### src/rtl/fir_acc_engine.sv
// rtl/fir_acc_engine.sv - TAPS-tap signed FIR endpoint between the to-FIR and from-FIR FIFOs
//
// Each job starts with TAPS coefficient words, then a stream of sample words. Every
// sample produces one saturated 32-bit result pushed to the from-FIR FIFO.
//
// Ports:
//   clk               rising-edge clock
//   reset             synchronous active-low reset
//   fir_enable        job active level from the router
//   to_fir_empty      to-FIR FIFO empty flag
//   acc_fir_data_out  to-FIR FIFO read data, valid the cycle after acc_fir_get
//   acc_fir_get       pop pulse to the to-FIR FIFO
//   from_fir_full     from-FIR FIFO full flag
//   acc_fir_put       push pulse to the from-FIR FIFO
//   acc_fir_data_in   result word, held until the next result is computed
//   busy              high whenever the engine is not idle
module fir_acc_engine #(
    parameter int TAPS     = 4,
    parameter int SAMPLE_W = 16
) (
    input  logic        clk,
    input  logic        reset,
    input  logic        fir_enable,
    input  logic        to_fir_empty,
    input  logic [31:0] acc_fir_data_out,
    output logic        acc_fir_get,
    input  logic        from_fir_full,
    output logic        acc_fir_put,
    output logic [31:0] acc_fir_data_in,
    output logic        busy
);

    localparam int KW    = (TAPS > 1) ? $clog2(TAPS) : 1;
    localparam int PW    = 2 * SAMPLE_W;
    localparam int ACC_W = PW + KW;
    // Saturation compares need at least 33 signed bits to represent both 32-bit bounds.
    localparam int EXT_W = (ACC_W > 33) ? ACC_W : 33;

    localparam logic [KW-1:0]           LAST    = KW'(TAPS - 1);
    localparam logic signed [EXT_W-1:0] SAT_MAX = {{(EXT_W - 32){1'b0}}, 32'h7FFF_FFFF};
    localparam logic signed [EXT_W-1:0] SAT_MIN = {{(EXT_W - 32){1'b1}}, 32'h8000_0000};

    typedef enum logic [2:0] {
        IDLE,
        C_REQ,
        C_CAP,
        S_REQ,
        S_CAP,
        MAC,
        PUSH
    } state_t;

    state_t state;
    state_t next_state;

    // idx addresses the coefficient being loaded during C_* and the tap being summed in MAC.
    logic [KW-1:0]                idx;
    logic signed [SAMPLE_W-1:0]   coef [TAPS];
    logic signed [SAMPLE_W-1:0]   x    [TAPS];
    logic signed [ACC_W-1:0]      acc;

    logic signed [PW-1:0]         prod;
    logic signed [ACC_W-1:0]      acc_sum;
    logic signed [EXT_W-1:0]      sum_ext;
    logic [31:0]                  sat_val;
    logic [SAMPLE_W-1:0]          word_lo;

    assign word_lo = acc_fir_data_out[SAMPLE_W-1:0];

    always_comb begin
        prod    = PW'(coef[idx]) * PW'(x[idx]);
        acc_sum = acc + ACC_W'(prod);
        sum_ext = EXT_W'(acc_sum);
        if (sum_ext > SAT_MAX) begin
            sat_val = 32'h7FFF_FFFF;
        end else if (sum_ext < SAT_MIN) begin
            sat_val = 32'h8000_0000;
        end else begin
            sat_val = sum_ext[31:0];
        end
    end

    always_ff @(posedge clk) begin
        if (!reset) begin
            state <= IDLE;
        end else begin
            state <= next_state;
        end
    end

    always_comb begin
        next_state = state;
        unique case (state)
            IDLE: begin
                if (fir_enable) next_state = C_REQ;
            end
            C_REQ: begin
                if (!fir_enable)        next_state = IDLE;
                else if (!to_fir_empty) next_state = C_CAP;
            end
            C_CAP: begin
                if (!fir_enable)        next_state = IDLE;
                else if (idx == LAST)   next_state = S_REQ;
                else                    next_state = C_REQ;
            end
            S_REQ: begin
                if (!fir_enable)        next_state = IDLE;
                else if (!to_fir_empty) next_state = S_CAP;
            end
            S_CAP: begin
                next_state = MAC;
            end
            MAC: begin
                if (idx == LAST) next_state = PUSH;
            end
            PUSH: begin
                if (!from_fir_full) next_state = S_REQ;
            end
            default: begin
                next_state = IDLE;
            end
        endcase
    end

    // Pulses are gated by reset so an abandoned job never issues a partial get or put.
    always_comb begin
        acc_fir_get = 1'b0;
        acc_fir_put = 1'b0;
        if (reset) begin
            acc_fir_get = (state == C_REQ || state == S_REQ) && fir_enable && !to_fir_empty;
            acc_fir_put = (state == PUSH) && !from_fir_full;
        end
    end

    assign busy = (state != IDLE);

    always_ff @(posedge clk) begin
        if (!reset) begin
            idx             <= '0;
            acc             <= '0;
            acc_fir_data_in <= '0;
            for (int i = 0; i < TAPS; i++) begin
                coef[i] <= '0;
                x[i]    <= '0;
            end
        end else begin
            unique case (state)
                IDLE: begin
                    if (fir_enable) begin
                        idx <= '0;
                        for (int i = 0; i < TAPS; i++) begin
                            x[i] <= '0;
                        end
                    end
                end
                C_CAP: begin
                    if (fir_enable) begin
                        coef[idx] <= word_lo;
                        idx       <= idx + KW'(1);
                    end
                end
                S_CAP: begin
                    x[0] <= word_lo;
                    for (int i = 1; i < TAPS; i++) begin
                        x[i] <= x[i-1];
                    end
                    acc <= '0;
                    idx <= '0;
                end
                MAC: begin
                    acc <= acc_sum;
                    idx <= idx + KW'(1);
                    if (idx == LAST) begin
                        acc_fir_data_in <= sat_val;
                    end
                end
                default: begin
                end
            endcase
        end
    end

endmodule

### config.mk
export PLATFORM = sky130hd
export DESIGN_NAME = fir_acc_engine
export DESIGN_NICKNAME = d
export VERILOG_FILES = /design/src/rtl/fir_acc_engine.sv
export SDC_FILE = /design/constraint.sdc
export NUM_CORES = 1
export LEC_CHECK = 0
export ABC_CLOCK_PERIOD_IN_PS = 21800
export BUFFER_PORTS_ARGS = -buffer_cell sky130_fd_sc_hd__buf_2
export CORE_ASPECT_RATIO = 0.5
export CORE_MARGIN = 2
export CORE_UTILIZATION = 30
export CTS_BUF_LIST = sky130_fd_sc_hd__clkbuf_16
export DETAILED_ROUTE_END_ITERATION = 10
export HOLD_SLACK_MARGIN = 0.02
export PLACE_DENSITY = 0.52
export SETUP_SLACK_MARGIN = 0.5
export SLEW_MARGIN = 20
export SYNTH_ARGS = -nofsm -noshare
export SYNTH_HDL_FRONTEND = slang
export SYNTH_SLANG_ARGS = --single-unit
### constraint.sdc
create_clock -name clk -period 21.8 [get_ports clk]
set_input_delay 1.09 -clock clk [delete_from_list [all_inputs] [get_ports clk]]
set_output_delay 1.09 -clock clk [all_outputs]
set_load 0.03 [all_outputs]
Yosys cells after proc, flatten, opt, wreduce, memory -nomap -nowiden --
Memory sizes are Yosys's and may differ from the RTL's. A register that Yosys moved wholly into a read port is not among the register bits. Cells that the tools add are included.
Cells by class: add/sub/neg operators 2, $mul 1, order comparisons 2, equality and inequality tests 13, multiplexer cells 44, bitwise logic cells 8, reductions and logical operators 14
Operators by type and width (number):
- 16-bit 2-to-1 mux | 9
- 34-bit case mux with 2 select lines | 1
- 32-bit 2-to-1 mux | 2
- 34-bit by 32-bit adder with 34-bit output | 1
- 34-bit by 32-bit greater-than comparator with 1-bit output, second input constant | 1
- 34-bit by 32-bit less-than comparator with 1-bit output, second input constant | 1
- 16-bit by 16-bit multiplier with 32-bit output | 1
- 3-bit 2-to-1 mux | 7
- 3-bit case mux with 7 select lines | 1
- 2-bit 2-to-1 mux | 9
- 16-bit OR reduction | 1
- 1-bit 2-to-1 mux | 14
- 3-bit equality test, second input constant | 3
- 2-bit inequality test, second input constant | 4
- 1-bit OR | 8
- 2-bit case mux with 4 select lines | 1
- 3-bit by 2-bit equality test with 1-bit output, second input constant | 2
- 3-bit inequality test, second input constant | 2
- 5-bit AND reduction | 1
- 4-bit nonzero test | 1
- 3-bit by 1-bit equality test with 1-bit output, second input constant | 1
- 1-bit logical AND | 3
- 3-bit logical NOT | 1
- 3-bit AND reduction | 1
- 7 further kinds | 8
Storage, ports and cells: register bits after elaboration 71, RAM bits 128, input port bits 37, output and inout port bits 35, logic and storage cells 90, memories 2
Memories:
- coef | words 4, width 16, rd ports 1, clocked after Yosys merged registers in 1, write ports 4, RTL line 58 | logic signed [SAMPLE_W-1:0] coef [TAPS];
- x | words 4, width 16, rd ports 4, clocked after Yosys merged registers in 1, write ports 4, RTL line 59 | logic signed [SAMPLE_W-1:0] x [TAPS];

Logic depth before layout (Yosys ltp) --
Gate-level depths: netlist of the first run.
depth in word-level cells 6, gate-level depth with buffers 31, gate-level depth less buffers 26

Least setup slack after synthesis of the first run --
No wires, ideal clock.
path type reg2reg, from register (tool-made name), to register acc_fir_data_in[0], setup time 0.122 ns, arrival 7.530 ns, data required time 21.678 ns, slack 14.148 ns, cell stages (with the launch flop) 27, path buffers 6, period minus slack after synthesis 7.652 ns, path through dfxtp_1 clkbuf_1 clkbuf_1 buf_2 mux4_2 clkbuf_1 nand2_1 inv_1 fa_1 fa_1 fa_1 fa_1 fa_1 inv_1 fa_1 inv_1 ha_1 clkbuf_1 nand3_1 or3_1 nor4_2 o31ai_1 a21o_1 and2_4 o31ai_4 buf_8 a21oi_2
RTL lines:
- to (signal assigned) | RTL line 174 | acc_fir_data_in <= sat_val;
- to (decl) | RTL line 29 | output logic [31:0] acc_fir_data_in,

==> results of run 1 <==
-- worst max-delay path: cells and delay by family (launching register included) --
| kind | cells | cell delay [ps] |
|---|---|---|
| AND/OR/NAND/NOR | 2 | 380 |
| buffers and inverters | 6 | 1220 |
| XOR/XNOR | 1 | 220 |
| AO/OA/AOI/OAI | 8 | 2660 |
| flip-flops | 1 | 310 |
| multiplexers | 1 | 460 |
| adder cells (fa/ha/maj) | 7 | 3430 |
-- placed cells by master (no fill, tap or decap), types with 5 or more instances in the layout --
cell                        Yosys  final
sky130_fd_sc_hd__and3_1         6      6
sky130_fd_sc_hd__mux4_2        12     12
sky130_fd_sc_hd__dfxtp_1       89     87
sky130_fd_sc_hd__a21boi_0       8      8
sky130_fd_sc_hd__inv_1        351    359
sky130_fd_sc_hd__o21a_1        17     17
sky130_fd_sc_hd__xnor2_1       29     29
sky130_fd_sc_hd__mux2_2        19     19
sky130_fd_sc_hd__nand2b_1      13     12
sky130_fd_sc_hd__nand2_1      200    200
sky130_fd_sc_hd__and2_1       142    141
sky130_fd_sc_hd__buf_2          3     55
sky130_fd_sc_hd__o21ai_0       60     55
sky130_fd_sc_hd__nor2_1       140    139
sky130_fd_sc_hd__nand4_1        5      5
sky130_fd_sc_hd__a21oi_1       55     55
sky130_fd_sc_hd__clkbuf_16      0     23
sky130_fd_sc_hd__nand3_1       18     18
sky130_fd_sc_hd__o21bai_1       8      8
sky130_fd_sc_hd__edfxtp_1     112    112
sky130_fd_sc_hd__o21ai_1       13     16
sky130_fd_sc_hd__nor2b_1       44     44
sky130_fd_sc_hd__a21oi_2       10     10
sky130_fd_sc_hd__xor2_1         9      9
sky130_fd_sc_hd__buf_4          1     19
sky130_fd_sc_hd__o211ai_1       6      6
sky130_fd_sc_hd__clkinv_1       0      5
sky130_fd_sc_hd__fa_1         305    305
sky130_fd_sc_hd__a21o_1         5      5
sky130_fd_sc_hd__a22oi_1       47     47
sky130_fd_sc_hd__mux2i_1       20     20
sky130_fd_sc_hd__ha_1         103    103
-- cell usage after synthesis, types with 4 or more instances --
| master | n | area (µm²) |
|---|---|---|
| sky130_fd_sc_hd__o211ai_1 | 6 | 45.0 |
| sky130_fd_sc_hd__dfxtp_1 | 89 | 1780 |
| sky130_fd_sc_hd__o31ai_1 | 6 | 45.0 |
| sky130_fd_sc_hd__xor2_1 | 9 | 78.8 |
| sky130_fd_sc_hd__o21ai_0 | 60 | 300 |
| sky130_fd_sc_hd__buf_6 | 5 | 56.3 |
| sky130_fd_sc_hd__mux4_2 | 12 | 270 |
| sky130_fd_sc_hd__nor3b_1 | 4 | 30.0 |
| sky130_fd_sc_hd__mux2i_1 | 20 | 200 |
| sky130_fd_sc_hd__mux2_2 | 19 | 214 |
| sky130_fd_sc_hd__o21ai_1 | 13 | 65.1 |
| sky130_fd_sc_hd__a21boi_0 | 8 | 60.1 |
| sky130_fd_sc_hd__and3_1 | 6 | 37.5 |
| sky130_fd_sc_hd__nand3_1 | 18 | 90.1 |
| sky130_fd_sc_hd__nor3_1 | 4 | 20.0 |
| sky130_fd_sc_hd__nand4_1 | 5 | 31.3 |
| sky130_fd_sc_hd__clkbuf_1 | 70 | 263 |
| sky130_fd_sc_hd__edfxtp_1 | 112 | 3360 |
| sky130_fd_sc_hd__a22oi_1 | 47 | 353 |
| sky130_fd_sc_hd__buf_1 | 9 | 33.8 |
| sky130_fd_sc_hd__nand2b_1 | 13 | 81.3 |
| sky130_fd_sc_hd__nor2b_1 | 44 | 275 |
| sky130_fd_sc_hd__ha_1 | 103 | 1290 |
| sky130_fd_sc_hd__and2_1 | 142 | 888 |
| sky130_fd_sc_hd__a21oi_1 | 55 | 275 |
| sky130_fd_sc_hd__a21o_1 | 5 | 37.5 |
| sky130_fd_sc_hd__o21a_1 | 17 | 128 |
| sky130_fd_sc_hd__o21bai_1 | 8 | 60.1 |
| sky130_fd_sc_hd__a21oi_2 | 10 | 87.6 |
| sky130_fd_sc_hd__nand2_1 | 200 | 751 |
| sky130_fd_sc_hd__fa_1 | 305 | 6110 |
| sky130_fd_sc_hd__xnor2_1 | 29 | 254 |
| sky130_fd_sc_hd__nor2_1 | 140 | 526 |
| sky130_fd_sc_hd__inv_1 | 351 | 1320 |
-- sequential cells by signal, summed over array words and instances (netlist names), named ones only --
register	flops
acc	34
acc_fir_data_in	32
coef	64
idx	2
state	3
x	64
-- cell families (layout without fill, tap and decap cells) --
| logic type | count (synthesis) | count (layout) | synth area share |
|---|---|---|---|
| DFF | 201 | 201 | 0.259 |
| adders and majority gates | 408 | 408 | 0.373 |
| xor gates and xnor gates | 38 | 38 | 0.0168 |
| muxes | 51 | 51 | 0.0345 |
| and+or+nand+nor | 593 | 593 | 0.145 |
| buffers and inverters | 443 | 467 | 0.0873 |
| AOI/OAI and AO/OA | 257 | 257 | 0.0840 |
-- layer usage --
layer	vias to the layer above	routed length [µm]
li1	6305	-
met5	-	24
met1	7017	25200
met3	45	1690
met4	4	624
met2	213	23500
-- power by group --
| part | total, µW | internal, µW | switching (µW) |
|---|---|---|---|
| logic | 1260 | 457 | 801 |
| clock network | 382 | 216 | 166 |
| registers | 415 | 410 | 4.86 |
-- how the worst max path moves through the flow --
stage	start	to	depth (start not counted)
5_1_grt	register	acc_fir_data_in[27]	23
2_1_floorplan	register	acc_fir_data_in[0]	26
6_report	register	acc_fir_data_in[27]	25
3_3_place_gp	register	acc_fir_data_in[17]	23
3_5_place_dp	register	acc_fir_data_in[27]	23
4_1_cts	register	acc_fir_data_in[27]	23
-- through the flow --
stage	cells	instance area, µm²
floorplan	1991	19800
global placement	2857	21000
detailed placement	2857	21000
CTS	2899	21700
global route	2899	21700
finish	2899	21700
-- final cells by class --
cell class                 instances  area, µm²  share of cell area
clock buffer                      23        576              0.0265
clock inverter                    19        150             0.00691
inverter                         351       1320              0.0607
multi-input combinational       1347      13000               0.599
sequential                       201       5150               0.237
tap                              884       1110              0.0509
timing repair buffer              74        418              0.0192
==> key figures, run 1 <==
Final layout
  • Area added between synthesis and finish: 9.51%
  • Ant diodes: 0
  • Net count reported at finish: 2443
  • Fraction of layout cells with a size suffix above 1: 0.0844
  • Fillers: 6720
  • Final Core Density: 0.333

Worst setup path
  • Endpoint of the lowest-slack register-to-register path: acc_fir_data_in[27]
  • Startpoint types: register
  • Critical Path Fanout Max: 53
  • WP data arrival: 9300 ps
  • Delay of the slowest critical-path stage: 830 ps
  • Critical Path Slowest Stage Cell: sky130_fd_sc_hd__o21ai_1
  • Worst R2R Setup Slack: 12900 ps
  • Required time at the endpoint of the critical path: 22200 ps
  • Most common cell type on the critical path: sky130_fd_sc_hd__fa_1
  • Path depth of the worst reg2reg path: 25
  • Category of the most critical setup path: reg -> reg
  • Crit. End Element: register

Global routing
  • Routing usage on met2: 0.257
  • Vias in the first global route: 14300
  • Routing layer with the top usage in global route: met2
  • Fraction of met1 tracks used by global routing: 0.220
  • Wire length of the first global-routing pass: 82.9 mm
  • Number of antenna violations at the first check in global routing: 2
  • Pin count of the biggest net entering global routing: 83
  • Global-route usage over all layers: 0.154
  • Gr ovfl total: 0
  • Met3 global-route usage: 0.0165

Die
  • Boundary Pins: 72
  • DIE AREA: 68300 µm²
  • Placeable core region: 65200 µm²
  • Initial Utilization: 0.304
  • Die extent in y: 186 µm
  • Placement row count: 66
  • Overall die width: 368 µm

Drt
  • Mean routed wirelength per cell: 17.6 µm
  • Drt pass-1 iters: 5
  • Detail-routed via count per cell: 4.69
  • Detailed Route Iter0 Violations: 770
  • Vias: 13600
  • Detailed-route DRC error count: 0
  • Detail Route Antenna Nets: 0
  • Total Routed Length: 51.1 mm

Synth
  • EDFF count, synth: 112
  • Share of synthesized registers carrying an async set or reset: 0
  • Avg Cell Area, Syn: 9.96 µm²
  • Synthesized netlist net count: 2436
  • Cell Area, Synth: 19800 µm²
  • Post-synthesis sequential element count: 201
  • Sequential share of the synthesized area: 0.259
  • Synth warn: 0
  • Synth Flop Type: sky130_fd_sc_hd__edfxtp_1
  • Number of library cell types mapped by synthesis: 68
  • Instance count of the mapped netlist: 1991

Timing
  • Least-Margin Pin Slew: 1230 ps
  • Crit path setup slack, layout: 12900 ps
  • Max transition margin: 0.177
  • Final Cycle Share: 0.408
  • Final max-slew violation count: 0
  • Final hold violation count: 0
  • # setup viols final: 0
  • RSZ-0062 raised after global routing: false
  • Maximum clock frequency: 112 MHz
  • Worst hold slack after final layout: 472 ps
  • Summed negative setup slack over all endpoints: 0 ps
  • Post-layout min period: 8900 ps
  • Clock Skews: 15.1 ps

Hold path
  • Hold Path End: acc_fir_data_in[31]
  • Worst Hold Path Cells: 2
  • Hold path startpoint: acc_fir_data_in[31]
  • Hold Path Class: reg -> reg

Power
  • Worst vdd rail ir drop: 0.000141 V
  • Leakage power of the design: 0.00990 µW
  • Pwr Density: 94.6 nW/µm²
  • Power after layout: 2050 µW

Placed design
  • Pre-CTS setup slack: 13040 ps
  • Detailed placement HPWL: 39.5 mm
  • Final weighted congestion in routability-driven placement: 0.848
  • Quantity of I/O buffers inserted on ports: 55

CTS
  • Clock root cell: sky130_fd_sc_hd__clkbuf_16
  • H-tree depth: 1
  • Setup Buffers After CTS: 0
  • Worst skew pair latency: 540 ps
  • Gates resized, CTS repair: 0
  • Clock buffer count from CTS: 23
  • Maximum clock path buffer count: 3
  • Number of buffers inserted by hold repair at cts: 0
  • Sinks on Clock Net: 201
  • Clock-pin slew on the worst setup and hold paths: 60 ps
  • CTS tree: yes

Status
  • Result of the run: completed

Job
  • Number of max-cap violations: 0
Note: power is estimated with default switching activity, not from simulation.
==> run 2, diff against run 1 <==
Settings changed: ABC_CLOCK_PERIOD_IN_PS 21800 to 9160.
Clock period 21.8 ns to 9.16 ns, I/O delays scaled along.
==> key figures, run 2 (same netlist as run 1, synthesis figures left out) <==
Global routing
  • Vias in the first global route: 14600 (+1.6%)
  • Gr ovfl total: 0 (unchanged)
  • Number of antenna violations at the first check in global routing: 0 (-2)
  • Wire length of the first global-routing pass: 83.9 mm (+1.2%)
  • Pin count of the biggest net entering global routing: 83 (unchanged)
  • Global-route usage over all layers: 0.158 (+0.00315)

Power
  • Pint: 2550 µW (+140%)
  • Clock Power Share: 0.180 (-0.006)
  • Worst vdd rail ir drop: 0.000310 V (+120%)
  • NetSw: 2280 µW (+130%)
  • Share of total power in combinational logic: 0.616 (+0.004)
  • Sequential cell fraction of total power: 0.204 (+0.002)
  • Net switching fraction of the power: 0.472 (-0.000533)
  • Leakage power of the design: 0.0101 µW (+1.7%)
  • Pwr Density: 220 nW/µm² (+130%)

Timing
  • Final hold violation count: 0 (unchanged)
  • Maximum clock frequency: 121 MHz (+7.9%)
  • Final max-slew violation count: 0 (unchanged)
  • Clock Skews: 23.6 ps (+8.55 ps)
  • Post-layout min period: 8250 ps (-652 ps)
  • # setup viols final: 0 (unchanged)
  • Final Cycle Share: 0.901 (+0.492)
  • Max transition margin: 0.284 (+0.106)
  • RSZ-0062 raised after global routing: false
  • Summed negative setup slack over all endpoints: 0 ps (unchanged)
  • Least-Margin Pin Slew: 1070 ps (-151 ps)

CTS
  • Clock-pin slew on the worst setup and hold paths: 60 ps (about the same)
  • Worst skew pair latency: 550 ps (about the same)
  • Clock root cell: sky130_fd_sc_hd__clkbuf_16
  • H-tree depth: 1 (unchanged)
  • Gates resized, CTS repair: 0 (unchanged)
  • CTS tree: yes
  • Clock buffer count from CTS: 22 (-4.3%)
  • Sinks on Clock Net: 201 (unchanged)
  • Maximum clock path buffer count: 3 (unchanged)
  • Number of buffers inserted by hold repair at cts: 0 (unchanged)

Final layout
  • Fillers: 6647 (-1.1%)
  • Area taken by multi-input logic gates: 13000 µm² (about the same)
  • Largest registers: coef x64, x x64, acc x34
  • Most common library cell in the layout ignoring fill and taps: sky130_fd_sc_hd__inv_1
  • Top library cells by usage in the layout, fill and taps aside: 357 x sky130_fd_sc_hd__inv_1, 305 x sky130_fd_sc_hd__fa_1, 200 x sky130_fd_sc_hd__nand2_1
  • Net count reported at finish: 2477 (+1.4%)
  • Fraction of layout cells with a size suffix above 1: 0.101 (+0.0162)
  • Ant diodes: 0 (unchanged)
  • Area added between synthesis and finish: 10.8%
  • Cell Count, Final, Fillers Out: 2932 (+1.1%)
  • Area used by sequential logic in the layout: 5150 µm² (unchanged)

Die
  • Placement row count: 66 (unchanged)
  • Initial Utilization: 0.304 (unchanged)
  • DIE AREA: 68300 µm² (unchanged)
  • Placeable core region: 65200 µm² (unchanged)
  • Overall die width: 368 µm (unchanged)
  • Boundary Pins: 72 (unchanged)
  • Die extent in y: 186 µm (unchanged)

Worst setup path
  • Most common cell type on the critical path: sky130_fd_sc_hd__fa_1
  • Cells along the critical path: buf_4 > mux4_2 > nand2_1 > inv_1 > fa_1 > fa_1 > fa_1 > fa_1 > fa_1 > inv_1 > fa_1 > inv_1 > ha_1 > and2_1 > nand3_1 > or3_1 > nor4_2 > o31ai_1 > a21o_1 > and2_4 > o31ai_4 > buf_12 > buf_4 > a21oi_1
  • Critical Path Fanout Max: 17 (-68%)
  • Required time at the endpoint of the critical path: 9580 ps (-12620 ps)
  • Startpoint types: register
  • WP data arrival: 8670 ps (-630 ps)
  • Crit. End Element: register
  • Delay of the slowest critical-path stage: 900 ps (+70 ps)
  • Critical Path Slowest Stage Cell: sky130_fd_sc_hd__fa_1
  • Category of the most critical setup path: reg -> reg

Drt
  • Detailed Route Iter0 Violations: 1005 (+31%)
  • Total Routed Length: 52.2 mm (+2.3%)
  • Mean routed wirelength per cell: 17.8 µm (+1.2%)
  • Drt pass-1 iters: 6 (+1)
  • Vias: 13700 (+0.66%)
  • Detail-routed via count per cell: 4.66 (-0.48%)
  • Detail Route Antenna Nets: 0 (unchanged)
  • Detailed-route DRC error count: 0 (unchanged)

Placed design
  • Final weighted congestion in routability-driven placement: 0.852 (+0.57%)
  • Quantity of I/O buffers inserted on ports: 55 (unchanged)
  • Cells after DPL: 2888 (+1.1%)
  • Detailed placement HPWL: 41.5 mm (+5.0%)

Job
  • Number of max-cap violations: 0 (unchanged)

Hold path
  • Hold Path Class: in -> reg

Status
  • Result of the run: completed
-- run 2: changes by cell type in the layout (fill, tap and decap cells not counted), moves of 2 or more --
cell / previous run / this run
sky130_fd_sc_hd__clkinv_2: 1 / 6
sky130_fd_sc_hd__buf_12: 0 / 2
sky130_fd_sc_hd__inv_1: 359 / 357
sky130_fd_sc_hd__buf_4: 19 / 52
sky130_fd_sc_hd__o21ai_0: 55 / 58
sky130_fd_sc_hd__clkinv_1: 5 / 2
sky130_fd_sc_hd__o21ai_2: 2 / 0
-- run 2: area by class of cell --
class                      instances  area share
clock buffer                      22      0.0251
inverter                         351      0.0600
clock inverter                    18     0.00638
tap                              884      0.0504
sequential                       201       0.234
timing repair buffer             109      0.0321
multi-input combinational       1347       0.592
-- run 2: through the flow --
step | hold WS, ps | area [µm²] | worst slack, ps | power (µW) | utilization
3_5_place_dp | 466 | 21200 | 749 | 4000 | 0.326
3_3_place_gp | 459 | 21200 | 745 | 4000 | 0.326
5_1_grt | 233 | 22000 | 543 | 5350 | 0.337
6_report | 232 | 22000 | 909 | 4830 | 0.337
4_1_cts | 211 | 21900 | 703 | 4900 | 0.336
2_1_floorplan | 445 | 19800 | 1510 | 3300 | -
-- run 2: timing repair --
action	4_1_cts	5_1_grt
hold endpoints to repair	0	0
endpoints found under the setup margin	0	17
buffers inserted	0	4
-- run 2: path summary, 6_finish.rpt --
check / cells past startpoint / to / start / slack (ps)
hold / removal: 3 / state[1] / fir_enable / 230
setup / recovery: 24 / acc_fir_data_in[11] / register / 910
setup reg to reg: 24 / acc_fir_data_in[11] / register / 910
hold reg to reg: 2 / acc[1] / acc[1] / 470
-- run 2: per-layer routing --
layer	vias to the layer above	global-route usage	routed length, µm	part of all wire
met2	242	0.263	24000	0.46
met1	7016	0.220	25100	0.48
met4	0	0.0280	792	0.015
met3	53	0.0219	2320	0.044
met5	-	0	0	0
li1	6362	-	-	-
-- run 2: worst max-delay path: cells and delay by family (launching register included) --
family / cells / cell delay [ps]
AOI/OAI and AO/OA: 4 / 720
DFF: 1 / 530
adders and majority gates: 7 / 3970
buffers and inverters: 6 / 950
muxes: 1 / 430
and+or+nand+nor: 6 / 1480
-- run 2: power groups by stage --
stage | Combinational, µW | Sequential (µW) | Clock [µW]
after floorplan | 2300 | 1000 | 0
after global placement | 2990 | 1010 | 0
after detailed placement | 2990 | 1010 | 0
after CTS | 3020 | 986 | 886
after global routing | 3430 | 989 | 923
final | 2980 | 986 | 869
==> run 3, diff against run 2 <==
Settings changed: CTS_BUF_LIST sky130_fd_sc_hd__clkbuf_16 to sky130_fd_sc_hd__clkbuf_2.
==> key figures, run 3 (same netlist as run 1, synthesis figures left out) <==
Timing
  • Maximum clock frequency: 121 MHz (-0.13%)
  • Summed negative setup slack over all endpoints: 0 ps (unchanged)
  • Max transition margin: 0.282 (-0.00174)
  • Final Cycle Share: 0.902 (+0.00117)
  • Least-Margin Pin Slew: 1080 ps (+2.61 ps)
  • Post-layout min period: 8260 ps (+10.8 ps)
  • Final hold violation count: 0 (unchanged)
  • Crit path setup slack, layout: 898 ps (-10.8 ps)
  • Worst hold slack after final layout: 169 ps (-62.9 ps)
  • # setup viols final: 0 (unchanged)
  • Clock Skews: 82.4 ps (+58.7 ps)
  • RSZ-0062 raised after global routing: false
  • Final max-slew violation count: 0 (unchanged)

Final layout
  • Fraction of layout cells with a size suffix above 1: 0.121 (+0.0205)
  • Area added between synthesis and finish: 10.8% (about the same)
  • Final instance area: 22000 µm² (about the same)
  • Fillers: 6708 (+0.92%)
  • Most common library cell in the layout ignoring fill and taps: sky130_fd_sc_hd__inv_1
  • Area used by sequential logic in the layout: 5150 µm² (unchanged)
  • Area taken by multi-input logic gates: 13000 µm² (unchanged)
  • Cell Count, Final, Fillers Out: 3009 (+2.6%)
  • Top library cells by usage in the layout, fill and taps aside: 351 x sky130_fd_sc_hd__inv_1, 305 x sky130_fd_sc_hd__fa_1, 200 x sky130_fd_sc_hd__nand2_1
  • Largest registers: coef x64, x x64, acc x34
  • Net count reported at finish: 2528 (+2.1%)

Worst setup path
  • Category of the most critical setup path: reg -> reg
  • Endpoint of the lowest-slack register-to-register path: acc_fir_data_in[11]
  • Path depth of the worst reg2reg path: 24 (unchanged)
  • Worst R2R Setup Slack: 900 ps (about the same)
  • Critical Path Fanout Max: 17 (unchanged)
  • Required time at the endpoint of the critical path: 9940 ps (+360 ps)
  • WP data arrival: 9040 ps (+370 ps)
  • Startpoint types: register
  • Crit. End Element: register

Drt
  • Vias: 13900 (+2.0%)
  • Detailed-route DRC error count: 0 (unchanged)
  • Total Routed Length: 52.6 mm (+0.63%)
  • Detailed Route Iter0 Violations: 978 (-2.7%)
  • Detail Route Antenna Nets: 0 (unchanged)
  • Drt pass-1 iters: 5 (-1)
  • Detail-routed via count per cell: 4.64 (-0.59%)
  • Mean routed wirelength per cell: 17.5 µm (-1.9%)

Placed design
  • Quantity of I/O buffers inserted on ports: 55 (unchanged)
  • Detailed placement HPWL: 41.5 mm (unchanged)
  • Instance area at placement: 21200 µm² (unchanged)
  • Pre-CTS setup slack: 749 ps (unchanged)
  • Cells after DPL: 2888 (unchanged)
  • Final weighted congestion in routability-driven placement: 0.852 (unchanged)

CTS
  • Sinks on Clock Net: 201 (unchanged)
  • Clock-pin slew on the worst setup and hold paths: 120 ps (+60 ps)
  • CTS tree: yes
  • Clock root cell: sky130_fd_sc_hd__clkbuf_2
  • Worst skew pair latency: 970 ps (+420 ps)
  • Gates resized, CTS repair: 0 (unchanged)
  • H-tree depth: 2 (+1)
  • Clock buffer count from CTS: 52 (+140%)
  • Maximum clock path buffer count: 3 (unchanged)

Die
  • Placement row count: 66 (unchanged)
  • DIE AREA: 68300 µm² (unchanged)
  • Overall die width: 368 µm (unchanged)
  • Initial Utilization: 0.304 (unchanged)
  • Placeable core region: 65200 µm² (unchanged)
  • Boundary Pins: 72 (unchanged)
  • Die extent in y: 186 µm (unchanged)

Hold path
  • Hold Path Class: in -> reg
  • Hold path startpoint: reset
  • Hold Path End: acc[0]
  • Worst Hold Path Cells: 3 (unchanged)

Global routing
  • Wire length of the first global-routing pass: 84.4 mm (+0.62%)
  • Vias in the first global route: 14900 (+2.2%)
  • Gr ovfl total: 0 (unchanged)
  • Global-route usage over all layers: 0.159 (+0.00149)
  • Pin count of the biggest net entering global routing: 83 (unchanged)
  • Number of antenna violations at the first check in global routing: 2 (+2)

Power
  • Worst vdd rail ir drop: 0.000321 V (+3.3%)
  • Leakage power of the design: 0.0102 µW (+0.95%)
  • Pwr Density: 210 nW/µm² (-4.4%)

Job
  • Number of max-cap violations: 0 (unchanged)

Status
  • Result of the run: completed
run 3: what timing repair did:
| item | 4_1_cts | 5_1_grt |
|---|---|---|
| hold endpoints to repair | 87 | 0 |
| buffers inserted | 0 | 4 |
| endpoints found under the setup margin | 0 | 17 |
| hold buffers | 21 | 0 |
run 3: routing by layer:
| layer | vias up | share of wire | global-route usage | wire (µm) |
|---|---|---|---|---|
| li1 | 6509 | - | - | - |
| met4 | 0 | 0.013 | 0.0328 | 686 |
| met5 | - | 0 | 0 | 0 |
| met3 | 43 | 0.046 | 0.0263 | 2430 |
| met1 | 7106 | 0.48 | 0.219 | 25200 |
| met2 | 291 | 0.46 | 0.265 | 24300 |
run 3: through the flow:
| step | total power [µW] | util |
|---|---|---|
| after CTS | 4700 | 0.337 |
| final | 4620 | 0.337 |
| after detailed placement | 4000 | 0.326 |
| after global routing | 5160 | 0.337 |
| after global placement | 4000 | 0.326 |
| after floorplan | 3300 | - |
run 3: area by class of cell:
type / count / share of cell area
multi-input cells: 1347 / 0.591
flip-flops and latches: 201 / 0.234
inverters: 351 / 0.0599
well taps: 884 / 0.0503
repair buffers: 130 / 0.0417
clock buffers: 79 / 0.0180
clock inverters: 15 / 0.00438
diodes: 2 / 0.000228
run 3: worst max path at each step:
stage	slack, ps	start	end
2_1_floorplan	1510	register	acc_fir_data_in[0]
3_3_place_gp	750	register	acc_fir_data_in[13]
3_5_place_dp	750	register	acc_fir_data_in[15]
4_1_cts	690	register	acc_fir_data_in[12]
5_1_grt	520	register	acc_fir_data_in[11]
6_report	900	register	acc_fir_data_in[11]
run 3: where the power goes:
part	internal [µW]	total, µW	switching (µW)
logic	1110	2980	1870
registers	974	985	11.4
clock network	262	657	395
run 3: worst max-delay path: stages (launching register included):
cell                      delay, ps
sky130_fd_sc_hd__dfxtp_2        550
sky130_fd_sc_hd__buf_4          330
sky130_fd_sc_hd__mux4_2         430
sky130_fd_sc_hd__nand2_1        200
sky130_fd_sc_hd__inv_1           90
sky130_fd_sc_hd__fa_1           640
sky130_fd_sc_hd__fa_1           900
sky130_fd_sc_hd__fa_1           530
sky130_fd_sc_hd__fa_1           520
sky130_fd_sc_hd__fa_1           500
sky130_fd_sc_hd__inv_1           50
sky130_fd_sc_hd__fa_1           480
sky130_fd_sc_hd__inv_1           40
sky130_fd_sc_hd__ha_1           400
sky130_fd_sc_hd__and2_1         230
sky130_fd_sc_hd__nand3_1        180
sky130_fd_sc_hd__or3_1          400
sky130_fd_sc_hd__nor4_2         330
sky130_fd_sc_hd__o31ai_1        160
sky130_fd_sc_hd__a21o_1         210
sky130_fd_sc_hd__and2_4         150
sky130_fd_sc_hd__o31ai_4        260
sky130_fd_sc_hd__buf_12         180
sky130_fd_sc_hd__buf_4          260
sky130_fd_sc_hd__a21oi_1        100
